[config.mk]
export PLATFORM = sky130hd
export DESIGN_NAME = div_seq
export DESIGN_NICKNAME = d
export VERILOG_FILES = /design/src/rtl/div_seq.sv
export SDC_FILE = /design/constraint.sdc
export NUM_CORES = 1
export LEC_CHECK = 0
export BUFFER_PORTS_ARGS = -buffer_cell sky130_fd_sc_hd__buf_4
export CAP_MARGIN = 20
export CORE_ASPECT_RATIO = 1.1
export CORE_MARGIN = 10
export CORE_UTILIZATION = 45
export DETAILED_ROUTE_END_ITERATION = 8
export PLACE_DENSITY_LB_ADDON = 0.3
export RECOVER_POWER = 50
export SYNTH_ARGS = -nofsm -noshare
export SYNTH_HDL_FRONTEND = slang
export SYNTH_SLANG_ARGS = --single-unit
[constraint.sdc]
create_clock -name clk -period 6.4 [get_ports clk]
set_clock_uncertainty 0.05 [all_clocks]
set_input_delay 0.96 -clock clk [delete_from_list [all_inputs] [get_ports clk]]
set_output_delay 0.96 -clock clk [all_outputs]
set_load 0.01 [all_outputs]
[src/rtl/div_seq.sv]
// rtl/div_seq.sv - iterative radix-2 restoring divider with sequencer for DIV/DIVU
// Optional macro DIV_SMALL_BYPASS_EN: short-circuit |opa| < |opb| straight to DONE.
module div_seq #(
  parameter int WIDTH = 32,
  parameter int CNT_W = 6
) (
  input  logic                 clk,
  input  logic                 resetn,
  input  logic                 start,
  input  logic                 signed_div,
  input  logic [WIDTH-1:0]     opa,
  input  logic [WIDTH-1:0]     opb,
  input  logic                 cancel,
  output logic                 stall_div,
  output logic                 ready,
  output logic [2*WIDTH-1:0]   result,
  output logic                 busy
);

  typedef enum logic [1:0] {S_IDLE, S_RUN, S_DONE} state_t;

  state_t               state_q, state_d;
  logic [CNT_W-1:0]     cnt_q, cnt_d;
  logic [WIDTH-1:0]     quo_q, quo_d;     // dividend bits shift out, quotient bits shift in
  logic [WIDTH-1:0]     rem_q, rem_d;     // partial remainder
  logic [WIDTH-1:0]     div_q, div_d;     // divisor magnitude
  logic                 negq_q, negq_d;   // quotient needs negation
  logic                 negr_q, negr_d;   // remainder needs negation
  logic [2*WIDTH-1:0]   result_q, result_d;

  logic [WIDTH-1:0]     abs_a, abs_b;
  logic [WIDTH:0]       step_tmp;
  logic                 step_ge;
  logic [WIDTH-1:0]     step_rem, step_quo, fin_rem, fin_quo;

  // Datapath step, sign fix-up and next-state sequencing
  always_comb begin
    state_d  = state_q;
    cnt_d    = cnt_q;
    quo_d    = quo_q;
    rem_d    = rem_q;
    div_d    = div_q;
    negq_d   = negq_q;
    negr_d   = negr_q;
    result_d = result_q;

    abs_a = (signed_div && opa[WIDTH-1]) ? -opa : opa;
    abs_b = (signed_div && opb[WIDTH-1]) ? -opb : opb;

    // The shifted remainder needs one extra bit; the difference always fits WIDTH bits,
    // so the subtraction can be done modulo 2^WIDTH.
    step_tmp = {rem_q, quo_q[WIDTH-1]};
    step_ge  = step_tmp >= {1'b0, div_q};
    step_rem = step_ge ? (step_tmp[WIDTH-1:0] - div_q) : step_tmp[WIDTH-1:0];
    step_quo = {quo_q[WIDTH-2:0], step_ge};
    fin_quo  = negq_q ? -step_quo : step_quo;
    fin_rem  = negr_q ? -step_rem : step_rem;

    if (cancel) begin
      state_d = S_IDLE;
    end else begin
      case (state_q)
        S_IDLE: begin
          if (start) begin
            div_d  = abs_b;
            quo_d  = abs_a;
            rem_d  = '0;
            cnt_d  = '0;
            negq_d = signed_div & (opa[WIDTH-1] ^ opb[WIDTH-1]);
            negr_d = signed_div & opa[WIDTH-1];
            if (opb == '0) begin
              // Divide by zero: raw dividend as remainder, all-ones quotient
              state_d  = S_DONE;
              result_d = {opa, {WIDTH{1'b1}}};
            end
`ifdef DIV_SMALL_BYPASS_EN
            else if (abs_a < abs_b) begin
              state_d  = S_DONE;
              result_d = {opa, {WIDTH{1'b0}}};
            end
`endif
            else begin
              state_d = S_RUN;
            end
          end
        end
        S_RUN: begin
          quo_d = step_quo;
          rem_d = step_rem;
          cnt_d = cnt_q + CNT_W'(1);
          if (cnt_q == CNT_W'(WIDTH - 1)) begin
            state_d  = S_DONE;
            result_d = {fin_rem, fin_quo};
          end
        end
        S_DONE: begin
          state_d = S_IDLE;
        end
        default: begin
          state_d = S_IDLE;
        end
      endcase
    end
  end

  // State and datapath registers
  always_ff @(posedge clk or negedge resetn) begin
    if (!resetn) begin
      state_q  <= S_IDLE;
      cnt_q    <= '0;
      quo_q    <= '0;
      rem_q    <= '0;
      div_q    <= '0;
      negq_q   <= 1'b0;
      negr_q   <= 1'b0;
      result_q <= '0;
    end else begin
      state_q  <= state_d;
      cnt_q    <= cnt_d;
      quo_q    <= quo_d;
      rem_q    <= rem_d;
      div_q    <= div_d;
      negq_q   <= negq_d;
      negr_q   <= negr_d;
      result_q <= result_d;
    end
  end

  // Stall drops in DONE so the pipeline advances on the HI/LO capture edge
  assign stall_div = !cancel && (((state_q == S_IDLE) && start) || (state_q == S_RUN));
  assign ready     = !cancel && (state_q == S_DONE);
  assign busy      = (state_q != S_IDLE);
  assign result    = result_q;

endmodule

==> results by group <==
Setup path
  • CP Capture Type: flip-flop
  • CP Class: flip-flop to flip-flop
  • CP Launch Type: flip-flop
  • Arr. time, crit path: 5.58 ns
  • WP data required: 6.67 ns
  • Critical Path Fanout Max: 6
  • R2R setup slack: 1.08 ns

Layout
  • FF+latch area: 4250 sq um
  • Number of fill cells in the layout: 2546
  • Area growth from synthesis to layout: 14.4%
  • Fraction of layout cells with a size suffix above 1: 10.8%
  • Antenna cells: 0
  • Nets: 1699
  • Multi-input logic area: 7320 sq um
  • Final core utilization: 52.7%

Power and ir drop
  • Pwr per Cell Area: 598 nW/um^2
  • Power Total: 8.29 mW
  • VDD IR max: 0.256 mV
  • Leakage: 5.80 nW

STA
  • Fin. max-slew vios: 114
  • Hold Slack: 0.431 ns
  • Max-slew headroom: -55.3%
  • Maximum achievable frequency: 0.188 GHz
  • Final min period: 5.32 ns
  • RSZ-0062 raised after global routing: no
  • Worst Tran Pin Value: 2.33 ns
  • Fin crit share: 83.1%
  • Hold Fails Final Rpt: 0
  • Setup TNS: 0 ns
  • Final setup fails: 0
  • PnR worst setup slack: 1.08 ns

Synthesis
  • Number of flops mapped to enable cells by yosys: 0
  • Synth Cell Area: 12100 sq um
  • Synth Net Count: 1616
  • Warnings from Yosys: 0
  • Syn Area/Cell: 8.03 sq um
  • #FFs+latches synth: 170
  • Synth cell types: 77
  • Post-synth ARST share: 100%
  • Post-synthesis sequential area ratio: 35.1%
  • Main synth FF type: dfrtp_1
  • Mapped Cells: 1509

Clocking
  • CTS HTree Levels: 4
  • CTS resizes: 0
  • CTS tree: yes
  • Worst-Skew Late Latency: 0.45 ns
  • Clk sinks: 170
  • Worst-path clk slew: 0.07 ns
  • Number of setup buffers added after CTS: 0
  • Hold Buf Count CTS: 0
  • Maximum buffer depth of the clock tree: 2
  • Clk root buf: clkbuf_16
  • Total CTS buffers: 17

Detailed routing
  • DRT Wirelength: 37.2 mm
  • Vias per cell: 5.86
  • DR vias: 11500
  • Detailed Routing Iterations Pass 1: 6
  • 1st-iter DRT viols: 963
  • DRT antenna net count: 0
  • DR WL/cell: 19.0 um
  • Post-route DRC: 0

Floorplan
  • I/O Pins: 136
  • Chip width: 176 um
  • Cell row count: 62
  • Initial Util: 46.1%
  • Die ar.: 33900 sq um
  • Core Area: 26300 sq um
  • Height of the chip: 192 um

Placement
  • # port buffers: 135
  • GPL Wtd Cong: 0.978
  • DP Worst Slack: 1.10 ns
  • Detailed-placement wirelength estimate: 28.6 mm

Status
  • Failing checks: max-capacitance violations, max-slew violations
  • Status: complete, but fails checks

GRT
  • Number of global-route vias before repair: 11000
  • GRT Total Usage: 21.6%
  • Pin count of the biggest net entering global routing: 100
  • First-pass GRT wire length: 59.3 mm
  • Initial antenna violation count: 0
  • Total gr overflow: 0

Worst hold path
  • Min-delay worst type: flip-flop to flip-flop

Flow run
  • Max-cap violations: 2
## flip-flops by register name, summed over array words and instances, names as in the netlist
| signal | count |
|---|---|
| result | 64 |
| div_q | 32 |
| quo_q | 32 |
| rem_q | 32 |
| cnt_q | 6 |
| state_q | 2 |
| negq_q | 1 |
| negr_q | 1 |
## synthesized netlist by cell type (7+ instances only)
master    number  area, sq um
o21ai_0      167          836
nand2b_1      11         68.8
a31oi_1       28          175
nor3_1        31          155
and3_1        16          100
o21bai_1       8         60.1
xnor2_1       89          780
buf_1          8         30.0
ha_1          37          463
o22a_1        24          210
xor2_1        41          359
or3_1         27          169
or4_1         11         82.6
a22o_1         8         70.1
clkbuf_1      74          278
and2_1        11         68.8
nand4_1       11         68.8
o41ai_1       10         87.6
o21a_1        10         75.1
o31ai_1       20          150
a211o_1        7         61.3
nand3_1       28          140
dfrtp_1      170         4250
a21oi_1      124          621
o211ai_1       8         60.1
inv_1         54          203
mux2i_1       21          210
a211oi_1       9         67.6
nor4_1        11         68.8
nor2_1       130          488
nand2_1      203          762
## per-layer routing
metal	share of wire, %	vias to the layer above	GRT usage [%]
met5	0	-	0
met1	44	5441	27.6
li1	-	5575	-
met4	3.4	0	8.35
met3	5.2	73	3.44
met2	47	371	36.1
## metrics by stage
| step | instances | cell area, sq um |
|---|---|---|
| floorplan | 1509 | 12100 |
| global placement | 1923 | 13300 |
| detailed placement | 1924 | 13400 |
| CTS | 1956 | 14000 |
| global route | 1957 | 13900 |
| finish | 1957 | 13900 |
## power by group
part           internal (mW)  switching (mW)  total, mW
clock                  0.559           0.507       1.07
sequential              1.55           0.509       2.06
combinational           1.98            3.18       5.16
total                   4.09            4.19       8.29
## cell type report
class	instances	area share [%]
clock buffer	17	3.07
clock inverter	15	1.28
inverter	55	1.49
multi-input combinational	1197	52.9
sequential	170	30.7
tap	352	3.18
timing repair buffer	151	7.42
## cells in the final DEF (no fill, tap or decap), drive strengths merged, types with 10 or more instances in the layout
cell / netlist / final
and2: 11 / 11
nand2b: 11 / 11
ha: 37 / 37
o41ai: 11 / 11
buf: 13 / 115
o31ai: 23 / 23
nand2: 203 / 203
xor2: 41 / 41
a21oi: 126 / 126
mux2i: 21 / 21
nor3: 31 / 31
xnor2: 89 / 89
nand3: 28 / 28
o22a: 24 / 24
inv: 54 / 61
a31oi: 28 / 28
o21a: 10 / 10
dfrtp: 170 / 170
clkbuf: 74 / 53
o21ai: 173 / 173
nand4: 11 / 11
nor2: 130 / 130
and3: 16 / 16
nor4: 12 / 12
or4: 12 / 12
or3: 28 / 28
## critical path, stage by stage, from the launching register on
cell       delay (ns)
dfrtp_1          0.42
ha_1             0.38
a21oi_1          0.29
o21ai_2          0.15
a2111oi_0        0.38
nand3_1          0.11
or3_1            0.49
inv_1            0.15
mux2i_1          0.30
ha_1             0.24
nand2_1          0.08
nor2_1           0.09
nor4b_1          0.37
nand4b_1         0.23
a22oi_1          0.41
nand3_1          0.25
o41ai_1          0.43
mux2i_1          0.26
nand3_1          0.10
## final timing paths
| check | startpoint | end | cells after the start |
|---|---|---|---|
| worst max-delay path | rem_q[13] | result[62] | 18 |
| worst min-delay path | div_q[24] | div_q[24] | 2 |
| worst max register to register | rem_q[13] | result[62] | 18 |
| worst min register to register | div_q[24] | div_q[24] | 2 |
| max in group asynchronous | resetn | rem_q[25] | 2 |
| min in group asynchronous | resetn | result[27] | 1 |
## cell families after synthesis
kind of cell,Yosys count,share of synthesized area [%]
xor+xnor,130,9.40
compound gates,484,25.0
flops,170,35.1
fa+ha+maj,38,3.99
simple gates,524,20.2
buf+inv,142,4.56
mux,21,1.74
No activity file was read; power rests on OpenSTA's default activity.
